`src/rtl/concat_seq_ctrl_pkg.sv`:
```
// rtl/concat_seq_ctrl_pkg.sv - shared state encoding and default widths for concat_seq_ctrl
package concat_seq_ctrl_pkg;

  localparam int DEF_FIELD_W = 3;
  localparam int DEF_OUT_W   = 5;
  localparam int DEF_CNT_W   = 8;

  typedef enum logic [1:0] {
    S_A   = 2'd0,
    S_B   = 2'd1,
    S_C   = 2'd2,
    S_OUT = 2'd3
  } state_t;

endpackage

```
`src/rtl/concat_seq_ctrl_if.sv`:
```
// rtl/concat_seq_ctrl_if.sv - serial field input stream and packed result output stream
interface concat_seq_ctrl_if
  import concat_seq_ctrl_pkg::*;
#(
  parameter int FIELD_W = DEF_FIELD_W,
  parameter int OUT_W   = DEF_OUT_W
) ();

  logic [FIELD_W-1:0] in_data;
  logic               in_valid;
  logic               in_ready;
  logic [OUT_W-1:0]   out_y;
  logic               out_valid;
  logic               out_ready;

  modport master (
    output in_data, in_valid, out_ready,
    input  in_ready, out_y, out_valid
  );

  modport slave (
    input  in_data, in_valid, out_ready,
    output in_ready, out_y, out_valid
  );

endinterface

```
`src/rtl/concat_seq_ctrl_field_concat_dp.sv`:
```
// rtl/concat_seq_ctrl_field_concat_dp.sv - combinational {a,b,c} concat truncated to OUT_W
module field_concat_dp
  import concat_seq_ctrl_pkg::*;
#(
  parameter int FIELD_W = DEF_FIELD_W,
  parameter int OUT_W   = DEF_OUT_W
) (
  input  logic [FIELD_W-1:0] a,
  input  logic [FIELD_W-1:0] b,
  input  logic [FIELD_W-1:0] c,
  output logic [OUT_W-1:0]   y
);

  assign y = OUT_W'({a, b, c});

endmodule

```
`src/rtl/concat_seq_ctrl.sv`:
```
// rtl/concat_seq_ctrl.sv - serial a/b/c loader driving the concat datapath with a registered result
module concat_seq_ctrl
  import concat_seq_ctrl_pkg::*;
#(
  parameter int FIELD_W = DEF_FIELD_W,
  parameter int OUT_W   = DEF_OUT_W,
  parameter int CNT_W   = DEF_CNT_W
) (
  input  logic             clk,
  input  logic             rst,
  input  logic             flush,
  concat_seq_ctrl_if.slave bus,
  output logic [CNT_W-1:0] frame_cnt,
  output logic             busy
);

  state_t             state;
  logic [FIELD_W-1:0] a;
  logic [FIELD_W-1:0] b;
  logic [FIELD_W-1:0] c;
  logic [FIELD_W-1:0] c_in;
  logic [OUT_W-1:0]   cat_y;

  // The arriving c feeds the datapath directly so the result lands on the c edge.
  assign c_in = (state == S_C) ? bus.in_data : c;

  field_concat_dp #(
    .FIELD_W(FIELD_W),
    .OUT_W  (OUT_W)
  ) u_dp (
    .a(a),
    .b(b),
    .c(c_in),
    .y(cat_y)
  );

  assign bus.in_ready = (state != S_OUT);
  assign busy         = (state != S_A);

  always_ff @(posedge clk) begin
    if (rst) begin
      state         <= S_A;
      a             <= '0;
      b             <= '0;
      c             <= '0;
      bus.out_y     <= '0;
      bus.out_valid <= 1'b0;
      frame_cnt     <= '0;
    end else begin
      case (state)
        S_A, S_B, S_C: begin
          if (flush) begin
            state <= S_A;
            a     <= '0;
            b     <= '0;
            c     <= '0;
          end else if (bus.in_valid) begin
            case (state)
              S_A: begin
                a     <= bus.in_data;
                state <= S_B;
              end
              S_B: begin
                b     <= bus.in_data;
                state <= S_C;
              end
              default: begin
                c             <= bus.in_data;
                bus.out_y     <= cat_y;
                bus.out_valid <= 1'b1;
                state         <= S_OUT;
              end
            endcase
          end
        end
        // flush is deliberately ignored here so a finished result is never lost
        S_OUT: begin
          if (bus.out_ready) begin
            bus.out_valid <= 1'b0;
            frame_cnt     <= frame_cnt + 1'b1;
            state         <= S_A;
          end
        end
        default: state <= S_A;
      endcase
    end
  end

endmodule

```
`src/flat_wrapper.sv`:
```
// flat-port wrapper written by rule: the top's interface ports become plain ports
module concat_seq_ctrl_flat import concat_seq_ctrl_pkg::*;
#(
  parameter int FIELD_W = DEF_FIELD_W,
  parameter int OUT_W   = DEF_OUT_W,
  parameter int CNT_W   = DEF_CNT_W
)
  (clk, rst, flush, frame_cnt, busy, bus_in_data, bus_in_valid, bus_out_ready, bus_in_ready, bus_out_y, bus_out_valid);
  concat_seq_ctrl_if #(.FIELD_W(FIELD_W), .OUT_W(OUT_W)) bus_i ();
  input  logic clk;
  input  logic rst;
  input  logic flush;
  output logic [CNT_W-1:0] frame_cnt;
  output logic busy;
  input wire logic [$bits(bus_i.in_data)-1:0] bus_in_data;
  input wire logic [$bits(bus_i.in_valid)-1:0] bus_in_valid;
  input wire logic [$bits(bus_i.out_ready)-1:0] bus_out_ready;
  output wire logic [$bits(bus_i.in_ready)-1:0] bus_in_ready;
  output wire logic [$bits(bus_i.out_y)-1:0] bus_out_y;
  output wire logic [$bits(bus_i.out_valid)-1:0] bus_out_valid;
  assign bus_i.in_data = bus_in_data;
  assign bus_i.in_valid = bus_in_valid;
  assign bus_i.out_ready = bus_out_ready;
  assign bus_in_ready = bus_i.in_ready;
  assign bus_out_y = bus_i.out_y;
  assign bus_out_valid = bus_i.out_valid;
  concat_seq_ctrl #(.FIELD_W(FIELD_W), .OUT_W(OUT_W), .CNT_W(CNT_W)) u_core (.clk(clk), .rst(rst), .flush(flush), .bus(bus_i), .frame_cnt(frame_cnt), .busy(busy));
endmodule
```
`config.mk`:
```
export PLATFORM = sky130hd
export DESIGN_NAME = concat_seq_ctrl_flat
export DESIGN_NICKNAME = d
export VERILOG_FILES = /design/src/rtl/concat_seq_ctrl_pkg.sv /design/src/rtl/concat_seq_ctrl_if.sv /design/src/rtl/concat_seq_ctrl_field_concat_dp.sv /design/src/rtl/concat_seq_ctrl.sv /design/src/flat_wrapper.sv
export SDC_FILE = /design/constraint.sdc
export NUM_CORES = 1
export LEC_CHECK = 0
export ABC_AREA = 1
export BUFFER_PORTS_ARGS = -buffer_cell sky130_fd_sc_hd__buf_2
export CAP_MARGIN = 20
export CORE_MARGIN = 2
export CORE_UTILIZATION = 45
export CTS_BUF_LIST = sky130_fd_sc_hd__clkbuf_4
export CTS_CLUSTER_DIAMETER = 80
export DETAILED_ROUTE_END_ITERATION = 8
export PLACE_DENSITY = 0.7
export SYNTH_ARGS = -nofsm -noshare
export SYNTH_HDL_FRONTEND = slang
export SYNTH_HIERARCHICAL = 1
export SYNTH_SLANG_ARGS = --single-unit
```
`constraint.sdc`:
```
create_clock -name clk -period 1 [get_ports clk]
set_input_delay 0.15 -clock clk [delete_from_list [all_inputs] [get_ports clk]]
set_output_delay 0.15 -clock clk [all_outputs]
set_load 0.01 [all_outputs]
```
### Word level (Yosys, flattened, before mapping)

Cells that the tools add are included.

* input bits: 8
* logic and storage cells: 48
* flip-flop bits (word level): 21
* output and inout port bits: 16

* reductions and logical operators: 12
* bitwise operators: 2
* add/subtract/negate cells: 1
* mux-type cells: 17
* equal/unequal tests: 10

Operator list (count)
* 2-to-1 mux 2 bit: 6
* 2-to-1 mux 3 bit: 4
* != test 2 bit, second input constant: 5
* adder 8 x 1 -> 8 bit, second input constant: 1
* case mux 2 bit (2 select lines): 2
* AND reduction 4 bit: 2
* AND reduction 3 bit: 2
* nonzero test 2 bit: 3
* equality test 2 bit, second input constant: 2
* 2-to-1 mux 1 bit: 4
* AND reduction 2 bit: 2
* != test 3 bit, second input constant: 1
* OR reduction 3 bit: 1
* equality test 2 x 1 -> 1 bit, second input constant: 1
* logical NOT 2 bit: 1
* != test 2 x 1 -> 1 bit, second input constant: 1
* inverter 1 bit: 2
* case mux 1 bit (2 select lines): 1
* OR reduction 2 bit: 1

### Depth between registers and ports, before layout

Gate-level depths: netlist of the first run.

* depth after elaboration: 6
* depth in mapped cells: 7
* gate-level depth less buffers: 7

### By module

Netlist of the first run, hierarchy kept.

By module, submodules not included
* concat_seq_ctrl: area each 1163.6 um^2, times used 1, sequential area each 500.5 um^2, cells an instance 170
* field_concat_dp: area each 37.5 um^2, times used 1, sequential area each 0.0 um^2, cells an instance 5

### Worst setup path before layout of the first run

OpenSTA, ideal clock, no wires.

* path type: reg2reg
* from: register u_core.state[0]
* to: register u_core.bus.out_y[0]
* setup time: 71 ps
* path buffers: 1
* arrival time: 1055 ps
* period minus slack after synthesis: 1126 ps
* path slack: -126 ps
* required time: 929 ps
* cell stages (with the launch flop): 8
* cells stage by stage: dfxtp_1 -> inv_1 -> nand2_1 -> nand2_1 -> o21ai_0 -> buf_4 -> nand3_1 -> a21oi_1

* elaborated cells on any way between the ends: 8
* those cells by class: eq/ne: 2; mux: 1; bitwise: 1; reduce/logical: 4

RTL lines
* start, declared: line concat_seq_ctrl.sv:17 `state_t state;`
* start signal, assigned: line concat_seq_ctrl.sv:42 `state <= S_A;`
* start signal, assigned: line concat_seq_ctrl.sv:53 `state <= S_A;`
* start signal, assigned: line concat_seq_ctrl.sv:61 `state <= S_B;`
* equality test 2 bit: line concat_seq_ctrl.sv:25 `assign c_in = (state == S_C) ? bus.in_data : c;`
* 2-to-1 mux 3 bit: line concat_seq_ctrl.sv:25
* net u_core.c_in[0]: line concat_seq_ctrl.sv:21 `logic [FIELD_W-1:0] c_in;`
* end signal, assigned: line concat_seq_ctrl.sv:69 `bus.out_y <= cat_y;`
* end, declared: line concat_seq_ctrl_if.sv:23 `output in_ready, out_y, out_valid`

The timed path passes the listed nets, and every way through them passes these cells.
A chain may end at the register's enable or synchronous reset.

### Final worst setup path of the first run

* from: register u_core.state[0]
* to: output port busy

* cells in the longest elaborated chain, start to end: 1

Ends and longest elaborated chain
* nonzero test 2 bit: line concat_seq_ctrl.sv:38 `assign busy = (state != S_A);`
* end, declared: line flat_wrapper.sv:14 `output logic busy;`

No other way between the ends.

==> impl_metrics.env, run 1 <==
export IMPL_drive_gt1_frac=0.5561
export IMPL_final_setup_tns_ns=-1.535
export IMPL_hold_violations=0
export IMPL_clkPwrFrac=0.256
export IMPL_pre_cts_ws_ns=-0.04412
export IMPL_hp_start="bus_out_ready"
export IMPL_io_buffers=23
export IMPL_fillers=165
export IMPL_synthesis_nets=158
export IMPL_placed_cell_area_um2=1222
export IMPL_path_max_fanout=3
export IMPL_switching_share=0.2968
export IMPL_endpoint_kind="output pin"
export IMPL_gp_congestion=0.8187
export IMPL_min_path_type="input port to register"
export IMPL_yosysWarnings=6
export IMPL_cp_arrival_ns=1.01
export IMPL_setup_violations=22
export IMPL_nets=197
export IMPL_die_w_um=51.93
export IMPL_vias=1065
export IMPL_grt_pass1_wl_um=3946
export IMPL_cts_sinks=21
export IMPL_grt_max_degree=13
export IMPL_cts_htree_levels=1
export IMPL_seqPwrFrac=0.538
export IMPL_wl_per_cell_um=12.21
export IMPL_skew_ns=0.004778
export IMPL_netlist_area_um2=1033
export IMPL_crit_required_ns=0.85
export IMPL_r2r_start="u_core/state[0]"
export IMPL_clk_latency_ns=0.30
export IMPL_layout_setup_ws_ns=-0.1634
export IMPL_p_per_area_nw_per_um2=1045
export IMPL_core_um2=2191
export IMPL_rows=17
export IMPL_max_slew_worst_pin_slew_ns=0.3763
export IMPL_hold_depth=3
export IMPL_ir_worst_vdd_mv=0.8703
export IMPL_dp_hpwl_um=1647
export IMPL_dieArea_um2=2696
export IMPL_maxCapViolations=0
export IMPL_crit_type="register to output pin"
export IMPL_overflow=0
export IMPL_worstRegToRegCells=6
export IMPL_cts_buffer_depth=2
export IMPL_hold_buffers=0
export IMPL_final_core_util=0.7179
export IMPL_drtIter0Drc=18
export IMPL_r2r_end="u_core/bus.out_valid"
export IMPL_cts_root_buf="clkbuf_4"
export IMPL_combinationalPowerShare=0.206
export IMPL_synthCells=149
export IMPL_cts_tree="done"
export IMPL_fin_crit_sh=1.163
export IMPL_timing_fmax_mhz=859.5
export IMPL_wl_um=2625
export IMPL_hold_end="u_core/frame_cnt[1]"
export IMPL_start_kind="register"
export IMPL_p_int_uw=1156
export IMPL_route_detailed_drc=0
export IMPL_drtAntennaViolNets=0
export IMPL_violations="negative setup slack"
export IMPL_switching_power_uw=488.0
export IMPL_grtUsageTotal=0.1933
export IMPL_die_h_um=51.93
export IMPL_avgSynthCellArea_um2=6.936
export IMPL_rsz0062_at_grt="true"
export IMPL_final_cell_area_um2=1573
export IMPL_viasPerCell=4.953
export IMPL_antennaDiodeCount=0
export IMPL_r2r_slack_ns=-0.13
export IMPL_finalCriticalPeriod_ns=1.163
export IMPL_report_final_slew_viol_count=0
export IMPL_clk_pin_slew_worst_paths_ns=0.12
export IMPL_ios=24
export IMPL_start_util=0.4717
export IMPL_numCtsBuffers=3
export IMPL_antenna_found_initial=0
export IMPL_area_delta_synth_final_pct=52.18
export IMPL_drt_pass1_iter_count=4
export IMPL_first_global_vias=914
export IMPL_relSlewSlack=0.7488
export IMPL_p_leak_uw=0.0007289
export IMPL_outcome="finished, violations left"
power by group through the flow:
stage | registers, uW | logic, uW | clock network [uW]
after global routing | 889 | 370 | 475
after floorplan | 906 | 162 | 0
final | 885 | 339 | 421
after CTS | 885 | 276 | 439
after detailed placement | 909 | 213 | 0
after global placement | 907 | 210 | 0
through the flow:
stage	total power, uW	hold slack, ns	cells
2_1_floorplan	1068	0.3027	149
3_3_place_gp	1117	0.4468	203
3_5_place_dp	1123	0.4552	203
4_1_cts	1601	0.1251	212
5_1_grt	1734	0.1464	215
6_report	1644	0.1595	215
cell type report:
| type | count | area, um^2 | share of cell area |
|---|---|---|---|
| Timing Repair Buffer | 41 | 321.6 | 0.2045 |
| Inverter | 19 | 76.32 | 0.04853 |
| Multi-Input combinational cell | 102 | 664.4 | 0.4224 |
| Clock buffer | 3 | 22.52 | 0.01432 |
| Clock inverter | 1 | 5.005 | 0.003182 |
| Tap cell | 28 | 35.03 | 0.02228 |
| Sequential cell | 21 | 447.9 | 0.2848 |
per-layer routing:
layer	GRT usage	share of wire
met1	0.2563	0.42
met2	0.3207	0.53
met3	0.02586	0.042
met4	0.06579	0.0099
met5	0	0
critical path, stage by stage, from the launching register on:
cell     delay (ns)
dfxtp_4        0.38
inv_2          0.07
buf_6          0.10
nand2_2        0.05
buf_6          0.11
repair_timing:
item,CTS,global route
endpoints found under the setup margin,18,30
gates resized for setup,36,44
hold endpoints to repair,0,0
buffers inserted,6,4
pin swaps,11,12
layout by cell type, fill, tap and decap left out:
cell	instances
a21oi_2	6
nor2_1	24
buf_2	17
a21oi_1	6
nand2_8	2
inv_2	5
nand2_4	5
o21ai_1	3
o21ai_0	1
nor2_2	1
nand3_1	7
clkinv_2	1
nand3_2	5
inv_1	12
nor2_8	1
dfxtp_2	7
nand3_4	1
nand2_2	12
nor3_1	2
nor2_4	3
dfxtp_1	9
buf_6	15
inv_4	2
dfxtp_4	5
xor2_1	1
buf_4	9
clkbuf_4	3
ha_4	1
nand2_1	18
o21ai_2	3
sequential cells by signal (all words and copies together) (netlist names):
| name | count |
|---|---|
| u_core/frame_cnt | 8 |
| u_core/bus.out_y | 5 |
| u_core/bus.out_valid | 1 |
| u_core/b | 2 |
| u_core/c | 3 |
| u_core/state | 2 |
worst max-delay path by stage:
stage                              from                   to  slack [ns]  cells after the start
global route            u_core/state[1]                 busy       -0.20                      4
global placement    u_core/frame_cnt[0]  u_core/frame_cnt[6]      -0.009                      6
floorplan           u_core/frame_cnt[1]  u_core/frame_cnt[6]       -0.02                      6
CTS                     u_core/state[1]                 busy       -0.17                      4
detailed placement  u_core/frame_cnt[0]  u_core/frame_cnt[6]       -0.04                      6
finish                  u_core/state[0]                 busy       -0.16                      4
Power figures use the tool's default switching activity.
==> run 2, diff against run 1 <==
Settings changed: CORE_UTILIZATION 45 to 51, PLACE_DENSITY 0.7 to 0.78.
==> impl_metrics.env, run 2 (synthesis results as in run 1) <==
export IMPL_outcome="finished, violations left"
export IMPL_violations="negative setup slack"
export IMPL_worstRegToRegCells=8
export IMPL_dp_hpwl_um=1585
export IMPL_io_buffers=23
export IMPL_grt_pass1_wl_um=4278
export IMPL_reg_top3="u_core/frame_cnt: 8 flops, u_core/bus.out_y: 5 flops, u_core/c: 3 flops"
export IMPL_relSlewSlack=0.7715
export IMPL_hp_start="bus_out_ready"
export IMPL_drive_gt1_frac=0.5503
export IMPL_start_util=0.5322
export IMPL_p_per_area_nw_per_um2=1062
export IMPL_final_cell_area_um2=1638
export IMPL_maxCapViolations=0
export IMPL_clk_pin_slew_worst_paths_ns=0.13
export IMPL_regMostFlops="u_core/frame_cnt"
export IMPL_viasPerCell=5.097
export IMPL_area_delta_synth_final_pct=58.47
export IMPL_cp_arrival_ns=1.07
export IMPL_largest_reg_flops=8
export IMPL_endpoint_kind="output pin"
export IMPL_route_detailed_drc=0
export IMPL_timing_fmax_mhz=820.2
export IMPL_crit_required_ns=0.85
export IMPL_numCtsBuffers=3
export IMPL_cts_root_buf="clkbuf_4"
export IMPL_finalCriticalPeriod_ns=1.219
export IMPL_layout_cells_non_filler=216
export IMPL_grt_max_degree=13
export IMPL_clkPwrFrac=0.256
export IMPL_r2r_end="u_core/b[0]"
export IMPL_fin_crit_sh=1.219
export IMPL_switching_share=0.3168
export IMPL_p_int_uw=1189
export IMPL_min_path_type="input port to register"
export IMPL_cts_htree_levels=1
export IMPL_final_common_cell="nor2_1"
export IMPL_start_kind="register"
export IMPL_r2r_slack_ns=-0.21
export IMPL_vias=1101
export IMPL_antennaDiodeCount=0
export IMPL_p_leak_uw=0.0007664
export IMPL_hold_end="u_core/frame_cnt[1]"
export IMPL_path_max_fanout=4
export IMPL_ios=24
export IMPL_layout_setup_ws_ns=-0.2193
export IMPL_final_cell_mix="22 x nor2_1, 21 x nand2_1, 17 x buf_6, 15 x buf_2, 12 x inv_1"
export IMPL_r2r_start="u_core/state[0]"
export IMPL_rows=16
export IMPL_seqPwrFrac=0.511
export IMPL_gp_congestion=0.8560
export IMPL_wl_per_cell_um=15.23
export IMPL_drt_pass1_iter_count=4
export IMPL_setup_violations=24
export IMPL_hold_buffers=0
export IMPL_hold_violations=0
export IMPL_fillers=99
export IMPL_combinationalPowerShare=0.233
export IMPL_drtAntennaViolNets=0
export IMPL_drtIter0Drc=28
export IMPL_switching_power_uw=551.2
export IMPL_crit_type="register to output pin"
export IMPL_antenna_found_initial=0
export IMPL_cts_tree="done"
export IMPL_clk_latency_ns=0.32
export IMPL_core_um2=1942
export IMPL_die_h_um=49.02
export IMPL_cts_buffer_depth=2
export IMPL_rsz0062_at_grt="true"
export IMPL_report_final_slew_viol_count=0
export IMPL_cts_sinks=21
export IMPL_dieArea_um2=2402
export IMPL_first_global_vias=1007
export IMPL_skew_ns=0.0007306
export IMPL_grtUsageTotal=0.2288
export IMPL_overflow=0
export IMPL_placed_cell_area_um2=1214
export IMPL_hold_depth=3
export IMPL_nets=199
export IMPL_die_w_um=49.02
export IMPL_max_slew_worst_pin_slew_ns=0.3424
export IMPL_wl_um=3290
export IMPL_ir_worst_vdd_mv=0.7653
export IMPL_placed_cells=201
## run 2: worst max path at each step
stage / start / endpoint / slack [ns] / cells past startpoint
detailed placement: u_core/state[1] / u_core/frame_cnt[7] / -0.03 / 5
global route: u_core/state[0] / u_core/b[1] / -0.25 / 9
global placement: u_core/state[1] / u_core/frame_cnt[7] / -0.001 / 5
CTS: u_core/state[0] / busy / -0.18 / 4
finish: u_core/state[0] / busy / -0.22 / 4
floorplan: u_core/frame_cnt[1] / u_core/frame_cnt[6] / -0.02 / 6
## run 2: metal layers
layer | global-route usage | vias to the layer above | share of wire
li1 | - | 540 | -
met1 | 0.2918 | 532 | 0.46
met2 | 0.4041 | 27 | 0.50
met3 | 0.02761 | 2 | 0.035
met4 | 0.06667 | 0 | 0.0076
met5 | 0 | - | 0
## run 2: critical path, stage by stage (launching register included)
cell	delay, ns
dfxtp_4	0.39
inv_2	0.09
buf_6	0.11
nand2_4	0.05
buf_6	0.11
## run 2: repair_timing
action / 4_1_cts / 5_1_grt
gates resized for setup: 44 / 40
pin swaps: 13 / 7
endpoints found under the setup margin: 20 / 31
hold endpoints to repair: 0 / 0
buffers inserted: 9 / 2
## run 2: layout make-up
class	count	area [um^2]	share of cell area
clock inverter	1	5.005	0.003056
multi-input combinational	102	666.9	0.4072
inverter	19	81.33	0.04966
tap	27	33.78	0.02063
sequential	21	446.7	0.2727
clock buffer	3	22.52	0.01375
timing repair buffer	43	381.6	0.2330
## run 2: metrics by stage
step                worst slack [ns]    util  total power (uW)  hold slack, ns  setup TNS [ns]
CTS                          -0.1809  0.7545              1633          0.1104          -1.544
global placement           -0.001445  0.6250              1117          0.4445       -0.001461
global route                 -0.2467  0.8434              1808          0.1037          -3.818
detailed placement          -0.03382  0.6250              1121          0.4504         -0.1285
finish                       -0.2193  0.8434              1740         0.09836          -2.652
floorplan                   -0.01586       -              1068          0.3027        -0.03756
## run 2: power by group through the flow
stage,Sequential [uW],Combinational (uW),Clock [uW]
2_1_floorplan,906,162,0
3_3_place_gp,906,211,0
3_5_place_dp,907,214,0
4_1_cts,886,312,435
5_1_grt,892,434,482
6_report,889,405,446
==> run 3, diff against run 2 <==
Settings changed: GPL_TIMING_DRIVEN set to 0.
==> impl_metrics.env, run 3 (synthesis results as in run 1) <==
export IMPL_final_setup_tns_ns=-1.008
export IMPL_hold_violations=0
export IMPL_endpoint_kind="output pin"
export IMPL_regArea_um2=451.7
export IMPL_switching_share=0.2967
export IMPL_core_um2=1942
export IMPL_cts_buffer_depth=2
export IMPL_worstSetupStartpoint="u_core/state[1]"
export IMPL_final_cell_mix="25 x nor2_1, 24 x nand2_1, 19 x buf_2, 12 x inv_1, 10 x dfxtp_1"
export IMPL_cp_arrival_ns=0.99
export IMPL_seqPwrFrac=0.563
export IMPL_outcome="finished, violations left"
export IMPL_use_met3=0.03988
export IMPL_met1_usage=0.2593
export IMPL_fin_crit_sh=1.137
export IMPL_switching_power_uw=469.0
export IMPL_finalCriticalPeriod_ns=1.137
export IMPL_min_path_type="input port to register"
export IMPL_max_slew_worst_pin_slew_ns=0.5109
export IMPL_route_detailed_drc=0
export IMPL_grtUsageTotal=0.2034
export IMPL_drive_gt1_frac=0.4667
export IMPL_viasPerCell=5.092
export IMPL_skew_ns=0.006346
export IMPL_busiest_layer="met2"
export IMPL_cts_htree_levels=1
export IMPL_relSlewSlack=0.6594
export IMPL_grt_pass1_wl_um=3781
export IMPL_final_core_util=0.7436
export IMPL_antennaDiodeCount=0
export IMPL_clkPwrFrac=0.269
export IMPL_reg_top3="u_core/frame_cnt: 8 flops, u_core/bus.out_y: 5 flops, u_core/c: 3 flops"
export IMPL_p_leak_uw=0.0006958
export IMPL_hold_buffers=0
export IMPL_wl_per_cell_um=12.75
export IMPL_overflow=0
export IMPL_dp_hpwl_um=1476
export IMPL_ios=24
export IMPL_gp_congestion=0.7931
export IMPL_grt_max_degree=13
export IMPL_r2r_start="u_core/state[1]"
export IMPL_ir_worst_vdd_mv=0.9302
export IMPL_io_buffers=23
export IMPL_vias=1054
export IMPL_dieArea_um2=2402
export IMPL_clk_pin_slew_worst_paths_ns=0.12
export IMPL_start_util=0.5322
export IMPL_setup_violations=17
export IMPL_regMostFlops="u_core/frame_cnt"
export IMPL_maxCapViolations=0
export IMPL_clk_latency_ns=0.31
export IMPL_cts_root_buf="clkbuf_4"
export IMPL_area_delta_synth_final_pct=39.71
export IMPL_layout_setup_ws_ns=-0.1366
export IMPL_pre_cts_ws_ns=-0.07415
export IMPL_timing_fmax_mhz=879.8
export IMPL_rows=16
export IMPL_report_final_slew_viol_count=0
export IMPL_hp_start="bus_out_ready"
export IMPL_drtAntennaViolNets=0
export IMPL_cts_tree="done"
export IMPL_cts_sinks=21
export IMPL_placed_cell_area_um2=1192
export IMPL_p_per_area_nw_per_um2=1095
export IMPL_rsz0062_at_grt="true"
export IMPL_largest_reg_flops=8
export IMPL_die_h_um=49.02
export IMPL_drt_pass1_iter_count=4
export IMPL_drtIter0Drc=30
export IMPL_total_power_uw=1581
export IMPL_combinationalPowerShare=0.168
export IMPL_violations="negative setup slack"
export IMPL_nets=190
export IMPL_crit_required_ns=0.85
export IMPL_antenna_found_initial=0
export IMPL_multi_input_area_um2=621.8
export IMPL_wl_um=2640
export IMPL_final_common_cell="nor2_1"
export IMPL_path_max_fanout=6
export IMPL_fillers=158
export IMPL_crit_type="register to output pin"
export IMPL_p_int_uw=1112
export IMPL_start_kind="register"
export IMPL_numCtsBuffers=3
export IMPL_final_cell_area_um2=1444
export IMPL_die_w_um=49.02
export IMPL_first_global_vias=887
export IMPL_grt_use_met2=0.3379
==> run 3: cell types whose count changed in the layout (fill, tap and decap cells not counted), moves of 3 or more <==
cell     delta
buf_6      -12
buf_2       +4
nor2_2      -4
nand2_1     +3
nor2_1      +3
==> run 3: cell type report <==
cell class	instances	area share
inverter	19	0.05113
tap	27	0.02340
multi-input combinational	102	0.4307
clock inverter	1	0.003466
sequential	21	0.3128
clock buffer	3	0.01560
buffer	5	0.02166
timing repair buffer	29	0.1412
==> run 3: timing repair <==
| item | in CTS | in global routing |
|---|---|---|
| pin swaps | 6 | 9 |
| endpoints found under the setup margin | 19 | 29 |
| buffers inserted | 1 | 5 |
| resized for setup | 29 | 28 |
==> run 3: final timing paths <==
kind                               to  slack [ns]  depth (start not counted)
hold reg to reg   u_core/bus.out_y[3]        0.47                          2
setup reg to reg  u_core/frame_cnt[6]       -0.12                          5
setup / recovery                 busy       -0.14                          3
hold / removal    u_core/frame_cnt[1]        0.12                          3
==> run 3: routing by layer <==
layer  up-vias  share of wire
li1        524              -
met2        49           0.49
met4         0          0.022
met1       475           0.43
met5         -              0
met3         6          0.051
==> run 3: power groups by stage <==
stage	registers, uW	clock network (uW)	logic, uW
floorplan	906	0	162
global placement	909	0	214
detailed placement	911	0	217
CTS	886	430	237
global route	894	462	294
finish	890	425	265
==> run 3: metrics by stage <==
stage / hold WS, ns / std cells
3_3_place_gp: 0.4466 / 199
2_1_floorplan: 0.3027 / 149
6_report: 0.1214 / 207
5_1_grt: 0.1240 / 207
3_5_place_dp: 0.4526 / 199
4_1_cts: 0.1147 / 204
==> run 3: worst max-delay path, stage by stage (launching register included) <==
cell	delay, ns
dfxtp_4	0.44
inv_2	0.06
nand2_4	0.07
buf_6	0.10
